File: src/rtl/muldiv_pkg.sv
// Shared types and op-decode helpers for the iterative multiply/divide unit.
// Op codes follow the RISC-V M-extension func3 encoding.
package muldiv_pkg;

    typedef enum logic [2:0] {
        OP_MUL    = 3'd0,
        OP_MULH   = 3'd1,
        OP_MULHSU = 3'd2,
        OP_MULHU  = 3'd3,
        OP_DIV    = 3'd4,
        OP_DIVU   = 3'd5,
        OP_REM    = 3'd6,
        OP_REMU   = 3'd7
    } md_op_e;

    typedef enum logic [1:0] {
        IDLE = 2'd0,
        CALC = 2'd1,
        FIX  = 2'd2,
        DONE = 2'd3
    } md_state_e;

    function automatic logic is_div(input md_op_e op);
        return op inside {OP_DIV, OP_DIVU, OP_REM, OP_REMU};
    endfunction

    function automatic logic is_rem(input md_op_e op);
        return op inside {OP_REM, OP_REMU};
    endfunction

    function automatic logic is_signed_a(input md_op_e op);
        return op inside {OP_MULH, OP_MULHSU, OP_DIV, OP_REM};
    endfunction

    function automatic logic is_signed_b(input md_op_e op);
        return op inside {OP_MULH, OP_DIV, OP_REM};
    endfunction

    function automatic logic hi_half(input md_op_e op);
        return op inside {OP_MULH, OP_MULHSU, OP_MULHU};
    endfunction

endpackage

File: src/rtl/muldiv_step.sv
// One radix-2 iteration on the {hi, lo} accumulator pair.
// Multiply: shift-add, lo holds the remaining multiplier bits.
// Divide: restoring shift-subtract, hi is the partial remainder, lo the
// dividend shifting out / quotient shifting in.
// A single WIDTH+1 bit adder serves both modes.
module muldiv_step #(
    parameter int WIDTH = 32
) (
    input  logic             mode_div,
    input  logic [WIDTH-1:0] hi,
    input  logic [WIDTH-1:0] lo,
    input  logic [WIDTH-1:0] opnd,
    output logic [WIDTH-1:0] hi_nxt,
    output logic [WIDTH-1:0] lo_nxt
);

    logic [WIDTH:0] add_x;
    logic [WIDTH:0] add_y;
    logic           add_cin;
    logic [WIDTH:0] add_sum;
    logic           neg;

    // Shared adder: add multiplicand or subtract divisor.
    always_comb begin
        if (mode_div) begin
            add_x   = {hi, lo[WIDTH-1]};
            add_y   = ~{1'b0, opnd};
            add_cin = 1'b1;
        end else begin
            add_x   = {1'b0, hi};
            add_y   = lo[0] ? {1'b0, opnd} : '0;
            add_cin = 1'b0;
        end
        add_sum = add_x + add_y + {{WIDTH{1'b0}}, add_cin};
    end

    // Shift the accumulator; in divide mode a negative difference restores.
    always_comb begin
        neg = add_sum[WIDTH];
        if (mode_div) begin
            hi_nxt = neg ? add_x[WIDTH-1:0] : add_sum[WIDTH-1:0];
            lo_nxt = {lo[WIDTH-2:0], ~neg};
        end else begin
            {hi_nxt, lo_nxt} = {add_sum, lo[WIDTH-1:1]};
        end
    end

endmodule

File: src/rtl/iter_muldiv_unit.sv
// Iterative radix-2 M-extension unit (MUL/MULH/MULHSU/MULHU/DIV/DIVU/REM/REMU).
// One transaction at a time: start while idle, busy until the one-cycle valid.
// Optional: define MULDIV_EARLY_OUT_EN to let multiplies leave CALC once the
// remaining multiplier bits are all zero.
//
// state | meaning
// IDLE  | waiting for start
// CALC  | WIDTH shift-add / shift-subtract iterations
// FIX   | sign correction and result select
// DONE  | valid pulse, result/div0 registered
module iter_muldiv_unit
    import muldiv_pkg::*;
#(
    parameter int WIDTH = 32
) (
    input  logic             clk,
    input  logic             rst,
    input  logic             start,
    input  md_op_e           op,
    input  logic [WIDTH-1:0] a,
    input  logic [WIDTH-1:0] b,
    input  logic             flush,
    output logic             busy,
    output logic             valid,
    output logic [WIDTH-1:0] result,
    output logic             div0
);

    localparam int               CNT_W    = $clog2(WIDTH) + 1;
    localparam logic [CNT_W-1:0] CNT_LOAD = CNT_W'(WIDTH);
    localparam logic [WIDTH-1:0] MIN_VAL  = {1'b1, {(WIDTH-1){1'b0}}};

    md_state_e          state;
    md_state_e          state_nxt;
    md_op_e             op_r;
    logic [CNT_W-1:0]   cnt;
    logic [WIDTH-1:0]   acc_hi;
    logic [WIDTH-1:0]   acc_lo;
    logic [WIDTH-1:0]   opnd;
    logic               neg_res;
    logic               neg_rem;
    logic [WIDTH-1:0]   result_r;
    logic               div0_r;

    logic               accept;
    logic               sgn_a;
    logic               sgn_b;
    logic [WIDTH-1:0]   mag_a;
    logic [WIDTH-1:0]   mag_b;
    logic               b_zero;
    logic               div_ovf;
    logic               special;
    logic [WIDTH-1:0]   special_res;

    logic [WIDTH-1:0]   step_hi;
    logic [WIDTH-1:0]   step_lo;
    logic [WIDTH-1:0]   nxt_hi;
    logic [WIDTH-1:0]   nxt_lo;
    logic               calc_done;

    logic [2*WIDTH-1:0] prod;
    logic [2*WIDTH-1:0] prod_fix;
    logic [WIDTH-1:0]   quo_fix;
    logic [WIDTH-1:0]   rem_fix;
    logic [WIDTH-1:0]   fix_res;

    // Decode the request: magnitudes, signs and the no-iteration cases.
    always_comb begin
        accept  = (state == IDLE) && start && !flush;
        sgn_a   = is_signed_a(op) && a[WIDTH-1];
        sgn_b   = is_signed_b(op) && b[WIDTH-1];
        mag_a   = sgn_a ? -a : a;
        mag_b   = sgn_b ? -b : b;
        b_zero  = (b == '0);
        div_ovf = is_div(op) && is_signed_b(op) && (a == MIN_VAL) && (b == '1);
        special = is_div(op) && (b_zero || div_ovf);
        if (b_zero) begin
            special_res = is_rem(op) ? a : '1;
        end else begin
            special_res = is_rem(op) ? '0 : MIN_VAL;
        end
    end

    muldiv_step #(
        .WIDTH (WIDTH)
    ) u_step (
        .mode_div (is_div(op_r)),
        .hi       (acc_hi),
        .lo       (acc_lo),
        .opnd     (opnd),
        .hi_nxt   (step_hi),
        .lo_nxt   (step_lo)
    );

`ifdef MULDIV_EARLY_OUT_EN
    logic [CNT_W-1:0]   cnt_rem;
    logic [WIDTH-1:0]   rem_mask;
    logic [2*WIDTH-1:0] early_acc;
    logic               early_out;

    // Multiply exits once the multiplier bits still to be consumed are zero;
    // the skipped iterations reduce to a plain right shift.
    always_comb begin
        cnt_rem   = cnt - CNT_W'(1);
        rem_mask  = (WIDTH'(1) << cnt_rem) - WIDTH'(1);
        early_acc = {step_hi, step_lo} >> cnt_rem;
        early_out = !is_div(op_r) && ((step_lo & rem_mask) == '0);
        calc_done = (cnt == CNT_W'(1)) || early_out;
        if (early_out) begin
            nxt_hi = early_acc[2*WIDTH-1:WIDTH];
            nxt_lo = early_acc[WIDTH-1:0];
        end else begin
            nxt_hi = step_hi;
            nxt_lo = step_lo;
        end
    end
`else
    // Fixed iteration count: terminal count on the down-counter.
    always_comb begin
        calc_done = (cnt == CNT_W'(1));
        nxt_hi    = step_hi;
        nxt_lo    = step_lo;
    end
`endif

    // Sign fix-up of the raw magnitude result and output half selection.
    always_comb begin
        prod     = {acc_hi, acc_lo};
        prod_fix = neg_res ? -prod : prod;
        quo_fix  = neg_res ? -acc_lo : acc_lo;
        rem_fix  = neg_rem ? -acc_hi : acc_hi;
        if (is_div(op_r)) begin
            fix_res = is_rem(op_r) ? rem_fix : quo_fix;
        end else if (hi_half(op_r)) begin
            fix_res = prod_fix[2*WIDTH-1:WIDTH];
        end else begin
            fix_res = prod_fix[WIDTH-1:0];
        end
    end

    // State register.
    always_ff @(posedge clk or negedge rst) begin
        if (!rst) begin
            state <= IDLE;
        end else begin
            state <= state_nxt;
        end
    end

    // Next-state logic; flush aborts only the working states.
    always_comb begin
        state_nxt = state;
        case (state)
            IDLE: begin
                if (start && !flush) begin
                    state_nxt = special ? DONE : CALC;
                end
            end
            CALC: begin
                if (flush) begin
                    state_nxt = IDLE;
                end else if (calc_done) begin
                    state_nxt = FIX;
                end
            end
            FIX: begin
                state_nxt = flush ? IDLE : DONE;
            end
            DONE: begin
                state_nxt = IDLE;
            end
            default: state_nxt = IDLE;
        endcase
    end

    // Status outputs decoded from the state.
    always_comb begin
        busy  = (state != IDLE);
        valid = (state == DONE);
    end

    // Operand capture, iteration, and result registration.
    always_ff @(posedge clk or negedge rst) begin
        if (!rst) begin
            op_r     <= OP_MUL;
            cnt      <= '0;
            acc_hi   <= '0;
            acc_lo   <= '0;
            opnd     <= '0;
            neg_res  <= 1'b0;
            neg_rem  <= 1'b0;
            result_r <= '0;
            div0_r   <= 1'b0;
        end else if (accept) begin
            op_r    <= op;
            cnt     <= CNT_LOAD;
            acc_hi  <= '0;
            neg_res <= sgn_a ^ sgn_b;
            neg_rem <= sgn_a;
            if (is_div(op)) begin
                acc_lo <= mag_a;
                opnd   <= mag_b;
            end else begin
                acc_lo <= mag_b;
                opnd   <= mag_a;
            end
            if (special) begin
                result_r <= special_res;
                div0_r   <= b_zero;
            end
        end else if (state == CALC) begin
            acc_hi <= nxt_hi;
            acc_lo <= nxt_lo;
            cnt    <= cnt - CNT_W'(1);
        end else if ((state == FIX) && !flush) begin
            result_r <= fix_res;
            div0_r   <= 1'b0;
        end
    end

    assign result = result_r;
    assign div0   = div0_r;

endmodule
File: config.mk
export PLATFORM = sky130hd
export DESIGN_NAME = iter_muldiv_unit
export DESIGN_NICKNAME = d
export VERILOG_FILES = /design/src/rtl/muldiv_pkg.sv /design/src/rtl/muldiv_step.sv /design/src/rtl/iter_muldiv_unit.sv
export SDC_FILE = /design/constraint.sdc
export NUM_CORES = 1
export LEC_CHECK = 0
export ABC_AREA = 1
export CAP_MARGIN = 10
export CORE_MARGIN = 5
export CORE_UTILIZATION = 30
export CTS_CLUSTER_SIZE = 28
export DETAILED_ROUTE_END_ITERATION = 7
export PLACE_DENSITY = 0.47
export SLEW_MARGIN = 20
export SYNTH_ARGS = -nofsm -noshare
export SYNTH_HDL_FRONTEND = slang
export SYNTH_SLANG_ARGS = --single-unit
File: constraint.sdc
create_clock -name clk -period 4.8 [get_ports clk]
set_input_delay 0.48 -clock clk [delete_from_list [all_inputs] [get_ports clk]]
set_output_delay 0.48 -clock clk [all_outputs]
set_load 0.02 [all_outputs]
# After elaboration in Yosys (flattened, before gate mapping)
# Index checks and enable logic that the tools add are counted.
# op_classes
add_sub_neg	8
multipliers	0
n_div	0
magnitude_cmp	0
eq_ne	23
n_shift	0
n_mux	40
bitwise	3
reduce_logical	26
# op_table
operator	n
two-way mux 32 bit	24
negation 32 bit	4
two-way mux 33 bit	2
== test 32 bit (second input constant)	2
two-way mux 64 bit	1
negation 64 bit	1
adder 33 x 1 -> 33 bit	1
adder 33 bit	1
NOT 32 -> 33 bit	1
zero test 32 bit	1
== test 3 bit (second input constant)	8
two-way mux 6 bit	2
nonzero test 4 bit	3
logical AND 1 bit	10
two-way mux 2 bit	5
nonzero test 2 bit	5
== test 3 x 2 -> 1 bit (second input constant)	3
one-hot mux 2 bit (4 select lines)	1
== test 3 x 1 -> 1 bit (second input constant)	2
== test 6 x 1 -> 1 bit (second input constant)	1
nonzero test 3 bit	2
subtractor 6 x 1 -> 6 bit (second input constant)	1
two-way mux 1 bit	5
== test 2 bit (second input constant)	2
11 further kinds	12
# totals
register_bits	142
latch_bits	0
ram_bits	0
romBits	0
in_bits	71
output_inout_bits	35
n_memories	0

# Depth between registers and ports, before layout
# Gate-level depths: netlist of the first run.
# depth
ltp_word	10
depth_mapped	25
ltp_nobuf	22

# Modules after synthesis
# A second synthesis of the first run with hierarchy kept.
# hier_totals
cells_unflattened	2936
area_unflattened_um2	16482.1
# modules_own_cells
mod	n_inst	cells_per_inst	area_per_inst_um2	seq_area_each_um2
iter_muldiv_unit	1	1992	12017.8	3553.4
muldiv_step	1	944	4464.3	0.0

# Worst setup path before layout of the first run
# Ideal clock, no wire load.
# synth_path
path_kind	reg2reg
startpoint	register op_r[2]
endpoint	register acc_hi[22]
setup_time_ns	0.117
t_arrival_ns	3.490
required_ns	4.683
slack_ns	1.194
stages_incl_launch_ff	25
path_buffers	4
synth_period_minus_slack_ns	3.606
path_cell_list	dfrtp_1 inv_2 clkbuf_1 clkbuf_1 buf_1 nand3_1 o21ai_0 fa_1 inv_1 fa_1 inv_1 nand3_1 nand2_1 nand2_1 nand2_2 nand2_1 nand2_1 nand2_1 nand3_1 nand2_2 buf_6 nand2_1 nand3_1 nand2_1 nand2_1
# synth_between
elab_chain_cells	9
# synth_rtl
element	line_no	source
start: declaration	iter_muldiv_unit.sv:35	md_op_e op_r;
start signal: assignment	iter_muldiv_unit.sv:195	op_r <= op;
== test 3 bit	muldiv_pkg.sv:24	return op inside {OP_DIV, OP_DIVU, OP_REM, OP_REMU};
nonzero test 4 bit (*)	muldiv_pkg.sv:24	
two-way mux 33 bit	muldiv_step.sv:25	if (mode_div) begin
adder 33 bit	muldiv_step.sv:34	add_sum = add_x + add_y + {{WIDTH{1'b0}}, add_cin};
adder 33 x 1 -> 33 bit	muldiv_step.sv:34	
two-way mux 32 bit	muldiv_step.sv:41	hi_nxt = neg ? add_x[WIDTH-1:0] : add_sum[WIDTH-1:0];
two-way mux 32 bit (*)	muldiv_step.sv:40	if (mode_div) begin
two-way mux 32 bit (*)	iter_muldiv_unit.sv:211	end else if (state == CALC) begin
two-way mux 32 bit (*)	iter_muldiv_unit.sv:194	end else if (accept) begin
end signal: assignment	iter_muldiv_unit.sv:212	acc_hi <= nxt_hi;
end: declaration	iter_muldiv_unit.sv:37	logic [WIDTH-1:0] acc_hi;
# Every way passes the cells marked *; elsewhere a longest branch is shown, timed or not. The select of a mux whose other input is x is not followed.
# A chain may end at the register's enable or synchronous reset.

# Worst setup path after layout of the first run
# layout_path
startpoint	register op_r[2]
endpoint	register acc_hi[30]
# Same word-level chain as after synthesis.

==> results of run 1 <==
-- Yosys cell counts (all sizes together) (14+ instances only) --
cell type / instances / area share, %
xor2: 65 / 3.5
xnor2: 14 / 0.75
nor3: 24 / 0.83
o211ai: 38 / 1.7
nor2: 335 / 8.2
a21oi: 80 / 2.7
o21ai: 239 / 7.4
dfrtp: 142 / 22
nand2: 1084 / 25
ha: 39 / 3.0
clkbuf: 67 / 1.5
buf: 53 / 2.0
nand4: 34 / 1.3
nand3: 335 / 10
inv: 326 / 7.4
-- where the power goes --
group	leakage (nW)	switching, mW	internal [mW]
combinational	7.06	8.49	3.58
clock	0.283	0.608	0.783
sequential	1.71	0.908	1.80
total	9.05	10.0	6.16
-- kinds of logic (layout without fill, tap and decap cells) --
kind of cell	after synthesis	count (layout)	share of synthesized area, %
and+or+nand+nor	1829	1829	46.3
buffers and inverters	449	494	11.0
AOI/OAI and AO/OA	401	401	13.7
DFF	142	142	21.6
xor gates and xnor gates	79	79	4.21
adders and majority gates	41	41	3.21
other	0	1	0
-- registers in the layout (all words and copies together), names as in the netlist --
| register | cells |
|---|---|
| opnd | 32 |
| div0 | 1 |
| result | 32 |
| state | 2 |
| acc_hi | 32 |
| cnt | 6 |
| acc_lo | 32 |
| neg_rem | 1 |
| op_r | 3 |
| neg_res | 1 |
-- area by class of cell --
cell class,count,area [µm²],area share (%)
clock inverter,11,130,0.699
clock buffer,21,450,2.42
sequential,142,3560,19.1
inverter,329,1230,6.63
tap,696,871,4.68
timing repair buffer,133,1290,6.91
multi-input combinational,2350,11100,59.5
antenna,1,2.50,0.0134
-- how the worst max path moves through the flow --
stage                                   start                      to  slack, ps  depth (start not counted)
after global placement    op_r[2]$_DFFE_PN0P_  acc_hi[29]$_DFFE_PN0P_        870                         22
after detailed placement  op_r[2]$_DFFE_PN0P_  acc_hi[30]$_DFFE_PN0P_        850                         22
after CTS                 op_r[2]$_DFFE_PN0P_  acc_hi[30]$_DFFE_PN0P_        830                         22
after global routing      op_r[2]$_DFFE_PN0P_  acc_hi[29]$_DFFE_PN0P_        400                         22
final                     op_r[2]$_DFFE_PN0P_  acc_hi[30]$_DFFE_PN0P_        820                         22
after floorplan           op_r[2]$_DFFE_PN0P_  acc_hi[22]$_DFFE_PN0P_       1190                         24
-- metal layers --
| metal | global-route usage [%] | up-vias | wire length, µm |
|---|---|---|---|
| met5 | 0 | - | 13 |
| met4 | 10.2 | 2 | 3270 |
| met3 | 3.90 | 116 | 4600 |
| met2 | 45.2 | 686 | 39000 |
| met1 | 37.2 | 9349 | 37000 |
| li1 | - | 9487 | - |
-- worst reg2reg max path, stage by stage, from the launching register on --
cell     delay [ps]
dfrtp_4         450
buf_12          440
nand2_1         110
o21ai_0         190
fa_1            320
inv_1            80
fa_1            400
inv_1           100
nand3_1          70
nand2_1         150
nand2_1          90
nand2_2         130
nand2_1          70
nand2_1         100
nand2_1         100
nand2_1         100
nand2_1          60
nand2_2         510
nand2_1         160
nand2_1          90
nand2_1          50
nand2_1          50
nand2_1          40
==> flow_metrics.py, run 1 <==
metrics = {
    "detailed_routing": {
        "drc": 0,
        "viasPerCell": 5.33,
        "drtIter0Drc": 2011,
        "wirelength_mm": 83.9,
        "wire_per_inst_um": 22.8,
        "postRouteAntennaNets": 0,
        "first_pass_iters": 6,
        "num_vias": 19640,
    },
    "global_routing": {
        "grt_pass1_vias": 18570,
        "grt_max_degree": 156,
        "grt_pass1_wl_mm": 124,
        "antenna_found_initial": 4,
        "grt.total_usage_pct": 27.6,
        "globalRouteOverflowTotal": 0,
    },
    "placement": {
        "gp_congestion": 0.946,
        "dp_hpwl_mm": 68.1,
        "portBuffers": 105,
        "postPlaceCellArea_mm2": 0.0180,
        "place_ws_ps": 849,
        "post-place-cells": 3650,
    },
    "critical_path": {
        "crit_fanout": 155,
        "cp_data_required_time_ps": 5180,
        "max_stage_delay_ps": 510,
        "reg2reg_slack_ps": 820,
        "path_buf_inv": 3,
        "worstSetupStartpointType": "flop",
        "path_delay_family": "simple AND/OR/NAND/NOR gates",
        "cp_cell_sequence": "buf_12, nand2_1, o21ai_0, fa_1, inv_1, fa_1, inv_1, nand3_1, nand2_1, nand2_1, nand2_2, nand2_1, nand2_1, nand2_1, nand2_1, nand2_1, nand2_2, nand2_1, nand2_1, nand2_1, nand2_1, nand2_1",
        "timing.rr.start": "op_r[2]$_DFFE_PN0P_",
        "r2r_cells": 22,
        "worstReg2RegEnd": "acc_hi[30]$_DFFE_PN0P_",
        "worstSetupEndpointType": "flop",
        "path_common_cell": "nand2_1",
        "crit_arrival_ps": 4360,
        "path_class": "flop to flop",
        "crit_slowest_cell": "nand2_2",
    },
    "layout": {
        "stdcell_area_mm2": 0.0186,
        "drive_gt1_share_pct": 4.15,
        "final_util_pct": 34.5,
        "most-common-layout-cells": "1074 x nand2_1, 331 x nand3_1, 317 x nor2_1",
        "final_net_count": 3085,
        "final_common_cell": "nand2_1",
        "syn_to_final_growth_pct": 13.3,
        "nFillCells": 6198,
        "stdcell_count": 3683,
    },
    "logic_synthesis": {
        "ys_seq_elements": 142,
        "ys_types": 52,
        "syn_inst": 2941,
        "synthArstFlopShare_pct": 100,
        "syn-cell-area_mm2": 0.0164,
        "synth_edf_count": 0,
        "syn-mean-instance-area_um2": 5.59,
        "synth_flop_cell": "dfrtp_1",
        "synth_warnings": 0,
        "synth_fp_nets": 3053,
        "synth_seq_area_share_pct": 21.6,
    },
    "clocking": {
        "post_cts_buffers": 0,
        "cts_made_buffers": 17,
        "htreeDepth": 4,
        "clockBufferDepth": 2,
        "cts_resized": 0,
        "cts_sinks": 142,
        "clockRootBuffer": "clkbuf_16",
        "cts_tree": "built",
        "cts_hold_buf": 0,
        "path_clk_slew_ps": 80,
        "clock_latency_ps": 500,
    },
    "floorplanning": {
        "fp.dieH_um": 244,
        "row_count": 85,
        "die_w_um": 244,
        "io_pins": 106,
        "core_mm2": 0.0540,
        "die-area_mm2": 0.0596,
        "start_util_pct": 30.4,
    },
    "sta": {
        "slew_viol_final": 0,
        "rsz0062_at_grt": "no",
        "final_hold_viol_count": 0,
        "post-route-period-util_pct": 83.0,
        "setup_slack_ps": 815,
        "worst_pin_slew_ps": 1060,
        "whs_ps": 13.5,
        "fin_tns_setup_ps": 0,
        "finalCriticalPeriod_ps": 3980,
        "skew_ps": 22.0,
        "relSlewSlack_pct": 29.2,
        "finalSetupViolCount": 0,
        "fmax_mhz": 251,
    },
    "min_path": {
        "hp-class": "primary input to async pin",
    },
    "job": {
        "maxCapViolCount": 0,
    },
    "pwr": {
        "p_per_area_mw_per_mm2": 868,
        "total_power_mw": 16.2,
        "p_leak_nw": 9.05,
        "vdd_drop_max_mv": 0.456,
    },
    "outcome": {
        "status": "finished clean",
    },
}
No activity file was read; power rests on OpenSTA's default activity.
==> inputs of run 2 (changes only) <==
- PLACE_DENSITY: 0.47 -> 0.49
- clock period: 4.8 -> 3.4 ns (I/O delays scaled with it)
==> run 2 against run 1 <==
Compared with the run above: final cell count is 3.5% higher; clock power is 40% higher; global-route usage is 0.30 points lower; total power is 53% higher; via count is 2.4% higher; fmax is 22% higher; first-iteration DRC count is 3.6% higher; clock skew is 7.6 ps lower; critical endpoint is now acc_hi[10]$_DFFE_PN0P_.
==> flow_metrics.py, run 2 (synthesis gave the netlist of run 1 again) <==
metrics = {
    "outcome": {
        "status": "finished clean",
    },
    "global_routing": {
        "grt.total_usage_pct": 27.3,
        "grt_pass1_vias": 19107,
        "antenna_found_initial": 1,
        "grt_pass1_wl_mm": 123,
        "globalRouteOverflowTotal": 0,
        "grt_max_degree": 82,
    },
    "critical_path": {
        "crit_fanout": 62,
        "max_stage_delay_ps": 530,
        "worstSetupEndpointType": "flop",
        "cp_cell_sequence": "buf_12, o21ai_0, ha_1, a21oi_1, o21ai_0, inv_1, nand2_1, a21oi_1, nand2_1, nand2_2, nand2_2, clkbuf_16, nand2_1, nand3_1, nand2_1, nand2_1",
        "cp_data_required_time_ps": 3780,
        "worstSetupStartpointType": "flop",
        "crit_slowest_cell": "dfrtp_4",
        "path_class": "flop to flop",
        "path_common_cell": "nand2_1",
        "crit_arrival_ps": 3650,
    },
    "min_path": {
        "hp-class": "flop to flop",
    },
    "sta": {
        "post-route-period-util_pct": 96.3,
        "worst_pin_slew_ps": 964,
        "final_hold_viol_count": 0,
        "relSlewSlack_pct": 35.7,
        "finalSetupViolCount": 0,
        "fmax_mhz": 305,
        "setup_slack_ps": 125,
        "finalCriticalPeriod_ps": 3270,
        "skew_ps": 14.3,
        "rsz0062_at_grt": "yes",
        "slew_viol_final": 0,
    },
    "placement": {
        "dp_hpwl_mm": 68.1,
        "gp_congestion": 0.997,
        "portBuffers": 105,
        "place_ws_ps": 100,
        "postPlaceCellArea_mm2": 0.0191,
    },
    "clocking": {
        "cts_sinks": 142,
        "cts_tree": "built",
        "clock_latency_ps": 490,
        "cts_made_buffers": 17,
        "htreeDepth": 4,
        "clockBufferDepth": 2,
        "path_clk_slew_ps": 80,
        "clockRootBuffer": "clkbuf_16",
    },
    "floorplanning": {
        "die-area_mm2": 0.0596,
        "start_util_pct": 30.4,
        "fp.dieH_um": 244,
        "core_mm2": 0.0540,
        "io_pins": 106,
        "die_w_um": 244,
        "row_count": 85,
    },
    "layout": {
        "final_common_cell": "nand2_1",
        "syn_to_final_growth_pct": 20.2,
        "most-common-layout-cells": "1072 x nand2_1, 331 x nand3_1, 313 x nor2_1",
        "drive_gt1_share_pct": 8.63,
        "final_net_count": 3215,
        "nFillCells": 6047,
        "antenna_cells": 0,
        "final_util_pct": 36.6,
        "stdcell_area_mm2": 0.0198,
    },
    "detailed_routing": {
        "drc": 0,
        "drtIter0Drc": 2084,
        "first_pass_iters": 8,
        "wirelength_mm": 83.5,
        "num_vias": 20114,
        "wire_per_inst_um": 21.9,
        "viasPerCell": 5.28,
        "postRouteAntennaNets": 0,
    },
    "pwr": {
        "total_power_mw": 24.7,
        "vdd_drop_max_mv": 0.649,
        "p_per_area_mw_per_mm2": 1250,
        "p_leak_nw": 9.73,
    },
    "job": {
        "maxCapViolCount": 0,
    },
}
-- run 2: cell type report --
cell class              count  area (µm²)  area share [%]
inverters                 329        1240            6.26
clock inverters            15         164           0.829
clock buffers              17         425            2.15
well taps                 696         871            4.40
multi-input cells        2350       11100            56.3
repair buffers            263        2380            12.0
flip-flops and latches    142        3560            18.0
-- run 2: repair_timing --
item	CTS	global route
setup buffers	0	1
hold buffers	1	0
resized for setup	0	31
endpoints found under the hold margin	78	0
endpoints found under the setup margin	0	33
-- run 2: final timing paths --
kind / slack [ps] / cells after the start / startpoint / to
setup / recovery: 130 / 16 / op_r[2]$_DFFE_PN0P_ / acc_hi[10]$_DFFE_PN0P_
hold / removal: 490 / 2 / result[27]$_DFFE_PN0P_ / result[27]$_DFFE_PN0P_
setup reg to reg: 130 / 16 / op_r[2]$_DFFE_PN0P_ / acc_hi[10]$_DFFE_PN0P_
hold reg to reg: 490 / 2 / result[27]$_DFFE_PN0P_ / result[27]$_DFFE_PN0P_
max in group asynchronous: 2100 / 3 / rst / result[15]$_DFFE_PN0P_
min in group asynchronous: 530 / 2 / rst / acc_lo[22]$_DFFE_PN0P_
-- run 2: report_power, final --
| group | total (mW) | switching, mW | internal [mW] |
|---|---|---|---|
| Sequential | 3.61 | 1.07 | 2.54 |
| Combinational | 19.1 | 12.6 | 6.50 |
| Clock | 1.95 | 0.963 | 0.983 |
-- run 2: through the flow --
step                      hold slack, ps  cells  TNS [ps]
after floorplan                     44.4   2941         0
after global placement               455   3776         0
after detailed placement             469   3776         0
after CTS                            487   3809         0
after global routing                 506   3812      -190
final                                487   3812         0
-- run 2: per-layer routing --
layer	wire length (µm)	part of all wire, %	vias to the layer above	GRT usage (%)
met4	3880	4.6	2	11.8
met2	37100	44	777	43.3
li1	-	-	9749	-
met3	4830	5.8	141	3.55
met5	17	0.020	-	0
met1	37600	45	9445	37.5
-- run 2: worst max-delay path: cells and delay by family (launching register included) --
| family | cells | cell delay (ps) |
|---|---|---|
| flops | 1 | 530 |
| fa+ha+maj | 1 | 370 |
| compound gates | 4 | 1090 |
| buf+inv | 3 | 480 |
| simple gates | 8 | 650 |
==> inputs of run 3 (changes only) <==
- CAP_MARGIN: 10 -> default
==> results of run 3 <==
Final layout, timing and power as in run 2 (identical DEF).
